## config.mk

```make
export PLATFORM = sky130hd
export DESIGN_NAME = if_fetch
export DESIGN_NICKNAME = d
export VERILOG_FILES = /design/src/rtl/cpu_defines.sv /design/src/rtl/if_fetch.sv
export SDC_FILE = /design/constraint.sdc
export NUM_CORES = 1
export LEC_CHECK = 0
export ABC_AREA = 1
export BUFFER_PORTS_ARGS = -buffer_cell sky130_fd_sc_hd__buf_4
export CAP_MARGIN = 40
export CORE_UTILIZATION = 45
export DETAILED_ROUTE_END_ITERATION = 8
export GPL_TIMING_DRIVEN = 1
export PLACE_DENSITY = 0.65
export SLEW_MARGIN = 30
export SYNTH_ARGS = -nofsm -noshare
export SYNTH_HDL_FRONTEND = slang
export SYNTH_SLANG_ARGS = --single-unit
```

## constraint.sdc

```tcl
create_clock -name clk -period 2.55 [get_ports clk]
set_input_delay 0 -clock clk [delete_from_list [all_inputs] [get_ports clk]]
set_output_delay 0 -clock clk [all_outputs]
set_load 0.005 [all_outputs]
```

## src/rtl/cpu_defines.sv

```systemverilog
// rtl/cpu_defines.sv - shared CPU types, constants and fetch FSM encoding
package cpu_defines;

    typedef logic [31:0] Inst_addr_t;
    typedef logic [31:0] Inst_t;
    typedef logic        Bit_t;
    typedef logic [5:0]  Stall_t;

    localparam Bit_t  ENABLE   = 1'b1;
    localparam Bit_t  DISABLE  = 1'b0;
    localparam Inst_t NOP_INST = 32'h0000_0000;

    // Index into Stall_t: bit0 holds the PC, bit1 holds the IF/ID boundary.
    localparam int STALL_PC = 0;
    localparam int STALL_IF = 1;

    typedef enum logic [1:0] {
        IDLE    = 2'd0,
        BUSY    = 2'd1,
        HOLD    = 2'd2,
        DISCARD = 2'd3
    } fetch_state_t;

    // Bundle handed to decode; also the layout of the 66-bit hold buffer.
    typedef struct packed {
        Inst_addr_t pc;
        Inst_t      inst;
        Bit_t       valid;
        Bit_t       adel;
    } fetch_out_t;

endpackage

```

## src/rtl/if_fetch.sv

```systemverilog
// rtl/if_fetch.sv - instruction fetch stage with req/ack bus, hold buffer and flush handling
module if_fetch
    import cpu_defines::*;
#(
    parameter Inst_t RESET_INST = NOP_INST
) (
    input  logic        clk,
    input  logic        rst,
    input  logic [31:0] pc_i,
    input  logic        ce_i,
    output logic        ibus_req_o,
    output logic [31:0] ibus_addr_o,
    input  logic        ibus_ack_i,
    input  logic [31:0] ibus_rdata_i,
    input  logic [5:0]  stall_i,
    input  logic        flush_i,
    output logic        stallreq_o,
    output logic [31:0] id_pc_o,
    output logic [31:0] id_inst_o,
    output logic        id_valid_o,
    output logic        id_adel_o
);

    fetch_state_t state_q, state_d;
    Inst_addr_t   req_addr_q, req_addr_d;
    logic         req_q, req_d;
    fetch_out_t   hold_q, hold_d;
    fetch_out_t   id_q, id_d;

    fetch_out_t   res;
    logic         res_valid;
    fetch_out_t   bubble;
    logic         aligned;
    logic         unused_stall;

    assign unused_stall = ^{stall_i[5:2], stall_i[STALL_PC]};
    assign aligned      = (pc_i[1:0] == 2'b00);

    // Next-state: FSM transitions, result production, then output/hold/bubble routing
    always_comb begin
        state_d    = state_q;
        req_addr_d = req_addr_q;
        hold_d     = hold_q;
        id_d       = id_q;
        res_valid  = 1'b0;
        res        = '0;

        bubble       = '0;
        bubble.pc    = id_q.pc;
        bubble.inst  = RESET_INST;

        case (state_q)
            IDLE: begin
                if (ce_i && !flush_i) begin
                    if (aligned) begin
                        req_addr_d = pc_i;
                        state_d    = BUSY;
                    end else begin
                        // Misaligned PC never reaches the bus; it becomes an AdEL marker.
                        res_valid  = 1'b1;
                        res.pc     = pc_i;
                        res.inst   = RESET_INST;
                        res.valid  = 1'b1;
                        res.adel   = 1'b1;
                    end
                end
            end
            BUSY: begin
                if (ibus_ack_i) begin
                    state_d = IDLE;
                    if (!flush_i) begin
                        res_valid = 1'b1;
                        res.pc    = req_addr_q;
                        res.inst  = ibus_rdata_i;
                        res.valid = 1'b1;
                        res.adel  = 1'b0;
                    end
                end else if (flush_i) begin
                    // Request cannot be retracted; wait out the ack and throw it away.
                    state_d = DISCARD;
                end
            end
            DISCARD: begin
                if (ibus_ack_i) begin
                    state_d = IDLE;
                end
            end
            HOLD: begin
                if (flush_i || !stall_i[STALL_IF]) begin
                    state_d = IDLE;
                end
            end
            default: state_d = IDLE;
        endcase

        if (flush_i) begin
            id_d   = bubble;
            hold_d = '0;
        end else if (res_valid) begin
            if (stall_i[STALL_IF]) begin
                hold_d  = res;
                state_d = HOLD;
            end else begin
                id_d = res;
            end
        end else if (!stall_i[STALL_IF]) begin
            id_d = (state_q == HOLD) ? hold_q : bubble;
        end

        req_d = (state_d == BUSY) || (state_d == DISCARD);
    end

    // State and output registers with synchronous reset
    always_ff @(posedge clk) begin
        if (rst) begin
            state_q       <= IDLE;
            req_q         <= 1'b0;
            req_addr_q    <= '0;
            hold_q        <= '0;
            id_q.pc       <= '0;
            id_q.inst     <= RESET_INST;
            id_q.valid    <= 1'b0;
            id_q.adel     <= 1'b0;
        end else begin
            state_q    <= state_d;
            req_q      <= req_d;
            req_addr_q <= req_addr_d;
            hold_q     <= hold_d;
            id_q       <= id_d;
        end
    end

    assign stallreq_o = ((state_q == IDLE) && ce_i && !flush_i && aligned)
                      || ((state_q == BUSY) && !ibus_ack_i)
                      || (state_q == DISCARD)
                      || (state_q == HOLD);

    assign ibus_req_o  = req_q;
    assign ibus_addr_o = req_addr_q;
    assign id_pc_o     = id_q.pc;
    assign id_inst_o   = id_q.inst;
    assign id_valid_o  = id_q.valid;
    assign id_adel_o   = id_q.adel;

endmodule

```

==> After elaboration in Yosys (flattened, before gate mapping) <==
Cells that the tools add are included.
{ "op_classes": {"n_reduce_logical": 20, "bitwise": 2, "n_eq_ne": 5, "n_mux": 23} }
{ "ops": {"columns": ["op", "n"], "rows": [
  ["two-way mux 66 bit", 7],
  ["one-hot mux 66 bit (2 select lines)", 1],
  ["two-way mux 2 bit", 9],
  ["one-hot mux 2 bit (4 select lines)", 1],
  ["== test 2 bit, second input constant", 3],
  ["AND reduction 3 bit", 2],
  ["logical AND 1 bit", 5],
  ["logical OR 1 bit", 5],
  ["== test 2 x 1 -> 1 bit, second input constant", 2],
  ["logical NOT 2 bit", 2],
  ["two-way mux 1 bit", 4],
  ["logical NOT 1 bit", 3],
  ["NOT 1 bit", 2],
  ["one-hot mux 1 bit (2 select lines)", 1],
  ["AND reduction 2 bit", 1],
  ["nonzero test 2 bit", 1],
  ["OR reduction 2 bit", 1]
]} }
{ "word_totals": {"input_bits": 75, "word_cells": 61, "register_bits": 167, "output_inout_bits": 100} }

==> Longest topological paths before layout <==
Gate-level depths: netlist of the first run.
{ "depth": {"ltp_word": 9, "ltp_mapped": 9, "depth_no_buf": 9} }

==> Worst setup path before layout of the first run <==
OpenSTA, ideal clock, no wires.
{ "synth_timing": {"path_kind": "register to register", "startpoint": "register, netlist name ibus_req_o", "endpoint": "register hold_q[53] (netlist bit)", "required_time_ns": 2.418, "path_stages_with_launch": 9, "setup_slack_ns": 1.107, "synth_period_minus_slack_ns": 1.443, "arrival_time_ns": 1.310, "n_path_buf": 2, "setup_ns": 0.132, "cell_sequence": "dfxtp_1 nor2_2 nand3_2 nand2_2 nand2_1 buf_4 buf_2 nand2_1 a21oi_1"} }
{ "synth_lines": {"columns": ["element", "line_no", "text"], "rows": [
  ["to (signal assigned)", "if_fetch.sv:128", "hold_q <= hold_d;"],
  ["to (decl)", "if_fetch.sv:27", "fetch_out_t hold_q, hold_d;"]
]} }

==> flow_summary_export.csv, run 1 <==
group,metric,value,unit
sta,whs,0.0151,ns
worst_hold_path,timing.hold.worst_path_depth,4,
die,dieWidth,132,µm
placed_design,port_buffers,169,
yosys,post_synth.cell_area_avg,6.39,µm²
grt,grt_antenna_before_repair,0,
clocking,cts_buffers,17,
die,fp.dieH,132,µm
sta,grt_setup_unrepaired,"no",
power,design_power,5.89,mW
worst_setup_path,cp_max_fo,33,
sta,report.final.hold_viol_count,0,
sta,slew_margin_rel,57.6,%
clocking,cts_tree,"yes",
yosys,combinational_family_with_the_most_area_after_synthesis,"simple AND/OR/NAND/NOR gates",
finish,instances_no_fill,1640,
grt,first_global_vias,7044,
worst_setup_path,timing.critical_path.slowest_cell_delay,0.58,ns
die,starting_utilization_of_the_core_area,46.0,%
worst_setup_path,crit_family,"buffers and inverters",
routing,routed_via_density,4.81,
power,leakagePower,4.85,nW
worst_setup_path,cell_type_with_the_highest_occurrence_count_on_the_critical_path,"nand2_1",
routing,drt-total-wl,22.4,mm
worst_setup_path,timing.critical_path.to_type,"flip-flop",
routing,drc_errors,0,
yosys,syn_area,7600,µm²
grt,grt_start_max_net_pins,67,
die,num_rows,47,
sta,post-route-period-util,93.4,%
worst_setup_path,rr_startpoint,"ibus_req_o",
grt,overflow,0,
clocking,max-clock-path-buffers,2,
power,powerDensity,562,nW/µm²
yosys,synth.distinct_cells,19,
yosys,synth.area.mux_share,0,%
routing,drt_iter0_markers,501,
worst_setup_path,reg2reg_depth,9,
grt,met3_usage,4.54,%
sta,number_of_pins_exceeding_their_max_slew_limit_in_the_final_report,0,
routing,num_vias,7893,
finish,final_layout_size_suffix_gt1_share,16.6,%
routing,wire_per_inst,13.6,µm
finish,flow.area_growth_from_synthesis,37.9,%
worst_setup_path,critical_path_buf_inv_count,4,
finish,fill_cells,1569,
worst_setup_path,critical_path_cell_sequence,"nor2_2 -> buf_6 -> inv_1 -> nor2_4 -> nand2_1 -> buf_4 -> nand2_1 -> a21oi_1 -> dlygate4sd3_1",
worst_hold_path,min_delay_worst_endpoint,"ibus_addr_o[25]",
clocking,clock_tree.root_cell,"clkbuf_16",
yosys,synth-compound-area-share,11.7,%
worst_hold_path,timing.hold.worst.class,"input port to flip-flop",
sta,fmax,420,MHz
sta,fin_tns_setup,0,ns
grt,global_route.usage.met1,38.1,%
clocking,path_clk_slew,0.06,ns
yosys,synth_simple_gate_area_share,34.3,%
die,die_area,17400,µm²
yosys,synthAdderAreaFrac,0,%
placed_design,hpwlAfterDp,13.6,mm
clocking,worstSkewPairLatency,0.43,ns
clocking,cts_num_sinks,166,
sta,final_period_minus_worst_setup_slack,2.38,ns
flow_run,cap_violations,0,
yosys,syn-num-nets,1265,
grt,grtUsageTotal,25.8,%
yosys,synth.yosys.seq_area_share,43.7,%
grt,grt_pass1_wl,36.0,mm
sta,setup_viol,0,
finish,nets,1483,
routing,ant_nets_after_route,0,
worst_setup_path,r2r-end,"ibus_addr_o[18]",
placed_design,post-place-cells,1520,
sta,skew,0.00734,ns
sta,timing.final.ws_setup,0.168,ns
clocking,cts-htree-levels,4,
sta,max_slew.worst_pin.slew,0.635,ns
finish,insertedDiodeCount,0,
yosys,synth.ff_latch_count,166,
yosys,yosys_warnings,0,
grt,gr-max-usage-layer,"met1",
worst_setup_path,worstPathArrival,2.70,ns
finish,design_area,10500,µm²
status,outcome,"completed",
placed_design,dp_worst_setup_slack,0.580,ns
power,vdd_ir_drop_max,0.522,mV
yosys,post_synth_xor_area_fraction,0,%
worst_setup_path,path_class,"flip-flop to flip-flop",
grt,gr_met2_demand_resource,37.4,%
finish,finish.utilization,63.4,%
yosys,netlist_instances,1190,
worst_hold_path,hold_path_startpoint,"pc_i[1]",
worst_setup_path,crit_path_start_kind,"flip-flop",
worst_setup_path,reg2reg_slack,0.17,ns
die,num_io_pins,175,
die,design.core.area,16500,µm²
worst_setup_path,crit_required,2.87,ns
routing,drt_pass1_iterations,5,
worst_setup_path,crit_path_top_delay_cell,"dlygate4sd3_1",
placed_design,place_congestion,0.798,
placed_design,post_dp_cell_area,9000,µm²
## power breakdown
| part | switching, mW | internal (mW) |
|---|---|---|
| clock network | 1.05 | 1.47 |
| logic | 0.374 | 0.314 |
| registers | 0.0364 | 2.65 |
| total | 1.46 | 4.43 |
## worst max path at each step
stage	from	slack, ns	endpoint	cells past startpoint
6_report	ibus_req_o	0.17	ibus_addr_o[18]	9
5_1_grt	ibus_req_o	0.03	ibus_addr_o[8]	9
4_1_cts	ibus_req_o	0.02	ibus_addr_o[9]	9
3_5_place_dp	ibus_req_o	0.58	ibus_addr_o[16]	8
3_3_place_gp	ibus_req_o	0.63	hold_q[0]	7
2_1_floorplan	ibus_req_o	1.11	hold_q[53]	8
## per-layer routing
metal	vias up	routed length, µm	part of all wire, %
met5	-	0	0
met4	0	370	1.7
met3	31	1430	6.4
met2	247	9660	43
met1	3489	10900	49
li1	4126	-	-
## worst reg2reg max path, cell delays in order (launching register included)
cell and delay [ns]:
dfxtp_1 0.36, nor2_2 0.17, buf_6 0.28, inv_1 0.13, nor2_4 0.22, nand2_1 0.08
buf_4 0.27, nand2_1 0.11, a21oi_1 0.06, dlygate4sd3_1 0.58
## registers in the layout, indices dropped and copies added, names as in the netlist
name / count
id_valid_o: 1
ibus_addr_o: 32
state_q: 1
hold_q: 66
id_adel_o: 1
id_pc_o: 32
id_inst_o: 32
ibus_req_o: 1
## cell families after synthesis
logic type,Yosys count
AOI/OAI and AO/OA,169
buffers and inverters,190
DFF,166
and+or+nand+nor,665
## cells in the mapped netlist
cell type	n	area [µm²]
nand2_1	395	1480
nor2_1	197	739
dfxtp_1	166	3320
inv_1	103	387
a21oi_1	68	340
nand3_1	65	325
o21ai_0	57	285
clkbuf_1	43	161
a31oi_1	33	206
buf_2	26	130
o21ai_1	11	55.1
buf_4	8	60.1
nor2_2	5	31.3
inv_2	4	15.0
buf_1	3	11.3
clkinv_1	2	7.51
nand3_2	2	20.0
buf_6	1	11.3
nand2_2	1	6.26
## layout make-up
class                      count  area [µm²]  share of cell area, %
timing repair buffer         280        2370                   22.7
inverter                     109         409                   3.91
clock inverter                 7        70.1                  0.669
multi-input combinational    834        3520                   33.6
clock buffer                  24         502                   4.79
sequential                   166        3320                   31.7
tap                          220         275                   2.63
## repair_timing
action                                  in CTS  in global routing
resized for setup                            0                  2
setup buffers                                0                  0
endpoints found under the hold margin       85                  0
endpoints found under the setup margin       0                 18
hold buffers                                89                  0
## layout by cell type (no fill, tap or decap), drive strengths merged
cell / instances
nand2: 396
o21ai: 68
inv: 107
clkinvlp: 4
clkbuf: 24
dfxtp: 166
nor2: 202
nand3: 67
clkinv: 4
a31oi: 33
dlygate4sd3: 89
buf: 191
bufinv: 1
a21oi: 68
No activity file was read; power rests on OpenSTA's default activity.
==> run 2: changes to the inputs <==
--- a/config.mk
+++ b/config.mk
@@ -11,7 +11,7 @@
 export CORE_UTILIZATION = 45
 export DETAILED_ROUTE_END_ITERATION = 8
 export GPL_TIMING_DRIVEN = 1
-export PLACE_DENSITY = 0.65
+export PLACE_DENSITY = 0.67
 export SLEW_MARGIN = 30
 export SYNTH_ARGS = -nofsm -noshare
 export SYNTH_HDL_FRONTEND = slang
==> constraint.sdc (replaced) <==
create_clock -name clk -period 1.98 [get_ports clk]
set_input_delay 0 -clock clk [delete_from_list [all_inputs] [get_ports clk]]
set_output_delay 0 -clock clk [all_outputs]
set_load 0.005 [all_outputs]
==> flow_summary_export.csv, run 2 (synthesized netlist as in run 1, its figures left out) <==
group,metric,value,unit
worst_setup_path,reg2reg_depth,8,
sta,slew_margin_rel,58.8,%
clocking,worstSkewPairLatency,0.43,ns
placed_design,port_buffers,169,
routing,drt_iter0_markers,673,
grt,overflow,0,
worst_setup_path,critical_path_buf_inv_count,3,
finish,nets,1467,
worst_setup_path,critical_path_cell_sequence,"nor2_4 -> inv_1 -> nor2_4 -> nand2_1 -> buf_4 -> nand2_1 -> a21oi_1 -> dlygate4sd3_1",
finish,insertedDiodeCount,0,
sta,report.final.hold_viol_count,0,
worst_setup_path,timing.critical_path.slowest_cell_delay,0.58,ns
routing,drt_pass1_iterations,6,
worst_setup_path,path_class,"flip-flop to flip-flop",
grt,first_global_vias,6885,
grt,grt_pass1_wl,35.2,mm
worst_hold_path,timing.hold.worst.class,"input port to flip-flop",
power,design_power,7.63,mW
die,design.core.area,16500,µm²
routing,ant_nets_after_route,0,
sta,fmax,528,MHz
routing,drc_errors,0,
worst_setup_path,worstPathArrival,2.20,ns
die,die_area,17400,µm²
finish,mostFrequentLayoutCell,"nand2_1",
worst_setup_path,timing.critical_path.to_type,"flip-flop",
flow_run,cap_violations,0,
routing,drt-total-wl,21.8,mm
sta,setup_viol,0,
worst_setup_path,crit_family,"buffers and inverters",
finish,fill_cells,1520,
clocking,cts_buffers,17,
power,vdd_ir_drop_max,0.658,mV
grt,grtUsageTotal,24.9,%
finish,most-common-layout-cells,"nand2_1, nor2_1, buf_4",
finish,sequential_cell_area,3320,µm²
worst_setup_path,worstSetupPathDepth,8,
finish,max_flop_register,"hold_q",
clocking,max-clock-path-buffers,2,
placed_design,post_dp_cell_area,9080,µm²
sta,final_period_minus_worst_setup_slack,1.89,ns
worst_hold_path,timing.hold.worst_path_depth,5,
clocking,path_clk_slew,0.06,ns
clocking,cts_num_sinks,166,
routing,routed_via_density,4.82,
grt,grt_antenna_before_repair,0,
status,outcome,"completed",
sta,number_of_pins_exceeding_their_max_slew_limit_in_the_final_report,0,
power,powerDensity,735,nW/µm²
placed_design,post-place-cells,1522,
sta,skew,0.00630,ns
worst_setup_path,cp_max_fo,14,
finish,flow.area_growth_from_synthesis,36.6,%
routing,num_vias,7828,
die,num_io_pins,175,
grt,grt_start_max_net_pins,67,
worst_setup_path,crit_path_top_delay_cell,"dlygate4sd3_1",
die,starting_utilization_of_the_core_area,46.0,%
finish,multi_input_comb_area,3530,µm²
placed_design,place_congestion,0.805,
die,dieWidth,132,µm
sta,post-route-period-util,95.6,%
sta,max_slew.worst_pin.slew,0.617,ns
placed_design,hpwlAfterDp,13.2,mm
finish,instances_no_fill,1625,
finish,largest_register_ffs,66,
clocking,cts-htree-levels,4,
routing,wire_per_inst,13.4,µm
worst_setup_path,reg2reg_slack,0.09,ns
worst_setup_path,crit_required,2.29,ns
worst_setup_path,crit_path_start_kind,"flip-flop",
power,leakagePower,4.81,nW
finish,finish.utilization,62.8,%
die,fp.dieH,132,µm
finish,design_area,10400,µm²
clocking,clock_tree.root_cell,"clkbuf_16",
die,num_rows,47,
finish,final_layout_size_suffix_gt1_share,17.1,%
clocking,cts_tree,"yes",
[run 2: final timing paths]
check,from,end
max reg2reg,state_q[1],ibus_addr_o[18]
min,ce_i,id_adel_o
max,state_q[1],ibus_addr_o[18]
min reg2reg,hold_q[1],hold_q[1]
[run 2: through the flow]
step	setup slack [ns]	TNS, ns	hold slack [ns]
after floorplan	0.537	0	0.140
after global placement	0.360	0	0.293
after detailed placement	0.372	0	0.296
after CTS	0.0203	0	0.0125
after global routing	-0.00603	-0.00603	0.0407
final	0.0874	0	0.0253
[run 2: cell type report]
class | instances | area share (%)
Multi-Input combinational cell | 834 | 34.0
Sequential cell | 166 | 32.0
Timing Repair Buffer | 264 | 21.8
Clock buffer | 24 | 4.64
Inverter | 109 | 3.94
Tap cell | 220 | 2.65
Clock inverter | 8 | 0.940
[run 2: worst reg2reg max path, stage by stage, from the launching register on]
cell and delay, ns:
dfxtp_1 0.37, nor2_4 0.13, inv_1 0.09, nor2_4 0.18, nand2_1 0.09, buf_4 0.20, nand2_1 0.08, a21oi_1 0.06
dlygate4sd3_1 0.58
[run 2: timing repair]
action / in CTS / in global routing
setup buffers: 0 / 2
endpoints found under the hold margin: 81 / 0
setup endpoints to repair: 0 / 2
hold buffers: 69 / 0
gates resized for setup: 0 / 3
[run 2: routing by layer]
layer | wire length (µm) | track usage (%) | up-vias
li1 | - | - | 4091
met1 | 10600 | 37.5 | 3447
met2 | 9420 | 35.8 | 260
met3 | 1340 | 4.19 | 30
met4 | 355 | 8.14 | 0
met5 | 0 | 0 | -
[run 2: power by group]
group / internal [mW] / total, mW / switching, mW
Sequential: 3.42 / 3.46 / 0.0465
Clock: 1.95 / 3.28 / 1.32
Combinational: 0.410 / 0.889 / 0.479
==> run 3: changes to the inputs <==
--- a/config.mk
+++ b/config.mk
@@ -8,10 +8,11 @@
 export ABC_AREA = 1
 export BUFFER_PORTS_ARGS = -buffer_cell sky130_fd_sc_hd__buf_4
 export CAP_MARGIN = 40
-export CORE_UTILIZATION = 45
+export CORE_UTILIZATION = 49
 export DETAILED_ROUTE_END_ITERATION = 8
 export GPL_TIMING_DRIVEN = 1
-export PLACE_DENSITY = 0.67
+export MAX_ROUTING_LAYER = met4
+export PLACE_DENSITY = 0.72
 export SLEW_MARGIN = 30
 export SYNTH_ARGS = -nofsm -noshare
 export SYNTH_HDL_FRONTEND = slang
==> flow_summary_export.csv, run 3 (synthesized netlist as in run 1, its figures left out) <==
group,metric,value,unit
die,fp.dieH,127,µm
placed_design,dp_worst_setup_slack,0.285,ns
sta,final_period_minus_worst_setup_slack,1.72,ns
power,power.switching_fraction,24.3,%
sta,post-route-period-util,87.1,%
status,outcome,"completed",
grt,overflow,0,
die,die_area,16000,µm²
power,comb_power_share,11.7,%
placed_design,port_buffers,169,
sta,skew,0.00871,ns
grt,first_global_vias,6846,
clocking,cts_setup_buffers,0,
sta,slew_margin_rel,59.0,%
routing,drt-total-wl,21.1,mm
finish,flow.area_growth_from_synthesis,35.4,%
worst_setup_path,reg2reg_slack,0.26,ns
sta,report.final.hold_viol_count,0,
clocking,cts-htree-levels,4,
finish,largest_register_ffs,66,
finish,mostFrequentLayoutCell,"nand2_1",
die,dieWidth,127,µm
power,sequential_fraction_of_design_power,46.0,%
sta,setup_viol,0,
worst_setup_path,timing.critical_path.slowest_cell_delay,0.36,ns
die,design.core.area,15100,µm²
routing,drt_pass1_iterations,5,
flow_run,cap_violations,0,
worst_setup_path,worstPathArrival,2.04,ns
worst_setup_path,crit_required,2.29,ns
power,clk_network_pwr_share,42.3,%
finish,final_layout_size_suffix_gt1_share,17.1,%
clocking,clock_tree.root_cell,"clkbuf_16",
power,vdd_ir_drop_max,0.618,mV
sta,fin_tns_setup,0,ns
sta,grt_setup_unrepaired,"no",
clocking,cts_tree,"yes",
routing,wire_per_inst,13.3,µm
placed_design,place_congestion,0.856,
clocking,worstSkewPairLatency,0.42,ns
grt,grtUsageTotal,27.4,%
routing,routed_via_density,4.92,
worst_setup_path,critical_path_cell_sequence,"nor2_2 -> nand3_2 -> nand3_1 -> nand3_2 -> buf_12 -> nor2_1 -> nor2_1",
finish,nets,1466,
worst_setup_path,cp_max_fo,33,
routing,drc_errors,0,
clocking,cts_num_sinks,166,
grt,grt_pass1_wl,34.1,mm
die,num_io_pins,175,
grt,grt_antenna_before_repair,0,
worst_setup_path,crit_path_start_kind,"flip-flop",
power,internal-power,5.70,mW
worst_setup_path,path_class,"flip-flop to flip-flop",
finish,most-common-layout-cells,"nand2_1, nor2_1, buf_4",
routing,ant_nets_after_route,0,
sta,max_slew.worst_pin.slew,0.613,ns
finish,max_flop_register,"hold_q",
die,num_rows,45,
sta,whs,0.422,ns
placed_design,hpwlAfterDp,13.2,mm
die,starting_utilization_of_the_core_area,50.2,%
power,design_power,7.53,mW
power,leakagePower,4.79,nW
clocking,max-clock-path-buffers,2,
power,total_switching_power,1.83,mW
finish,insertedDiodeCount,0,
clocking,cts_buffers,17,
clocking,path_clk_slew,0.06,ns
grt,grt_start_max_net_pins,67,
finish,finish.utilization,67.9,%
routing,num_vias,7831,
routing,drt_iter0_markers,610,
power,powerDensity,732,nW/µm²
worst_hold_path,timing.hold.worst.class,"input port to flip-flop",
sta,fmax,580,MHz
worst_setup_path,crit_path_top_delay_cell,"dfxtp_1",
worst_setup_path,timing.critical_path.to_type,"flip-flop",
sta,timing.final.ws_setup,0.256,ns
sta,number_of_pins_exceeding_their_max_slew_limit_in_the_final_report,0,
-- run 3: changes by cell type in the layout (fill, tap and decap cells not counted), moves of 2 or more --
cell,change
clkbuf_8,+2
nor2_4,-2
clkbuf_1,-3
nor2_2,+2
-- run 3: path summary, 6_finish.rpt --
| path | to | startpoint | cells past startpoint |
|---|---|---|---|
| max | id_pc_o[29] | ibus_req_o | 7 |
| min | ibus_addr_o[14] | pc_i[14] | 4 |
| max reg2reg | id_pc_o[29] | ibus_req_o | 7 |
| min reg2reg | hold_q[1] | hold_q[1] | 2 |
-- run 3: worst max-delay path, delay by kind of cell (launching register included) --
kind / cells / cell delay [ns]
and+or+nand+nor: 6 / 0.96
DFF: 1 / 0.36
buffers and inverters: 1 / 0.28
-- run 3: layout make-up --
type	instances	area [µm²]
Clock buffer	23	498
Clock inverter	8	72.6
Fill cell	1323	4850
Timing Repair Buffer	263	2230
Inverter	109	409
Multi-Input combinational cell	834	3520
Sequential cell	166	3320
Tap cell	188	235
-- run 3: repair_timing --
| item | CTS | global route |
|---|---|---|
| resized for setup | 0 | 0 |
| hold endpoints to repair | 93 | 0 |
| hold buffers | 69 | 0 |
-- run 3: per-stage QoR --
step                cells  cell area, µm²
floorplan            1190            7600
global placement     1491            9030
detailed placement   1491            9030
CTS                  1591           10300
global route         1591           10300
finish               1591           10300
-- run 3: power by group through the flow --
stage	clock network (mW)	registers, mW	logic [mW]
2_1_floorplan	0	3.53	0.411
3_3_place_gp	0	3.53	0.758
3_5_place_dp	0	3.54	0.763
4_1_cts	3.24	3.46	0.874
5_1_grt	3.38	3.47	0.972
6_report	3.19	3.46	0.882
-- run 3: metal layers --
layer / global-route usage (%) / vias to the layer above / wire length, µm
met3: 5.48 / 19 / 1500
met1: 40.1 / 3459 / 10300
met4: 7.30 / 0 / 234
met5: - / - / 0
met2: 38.1 / 266 / 9130
li1: - / 4087 / -
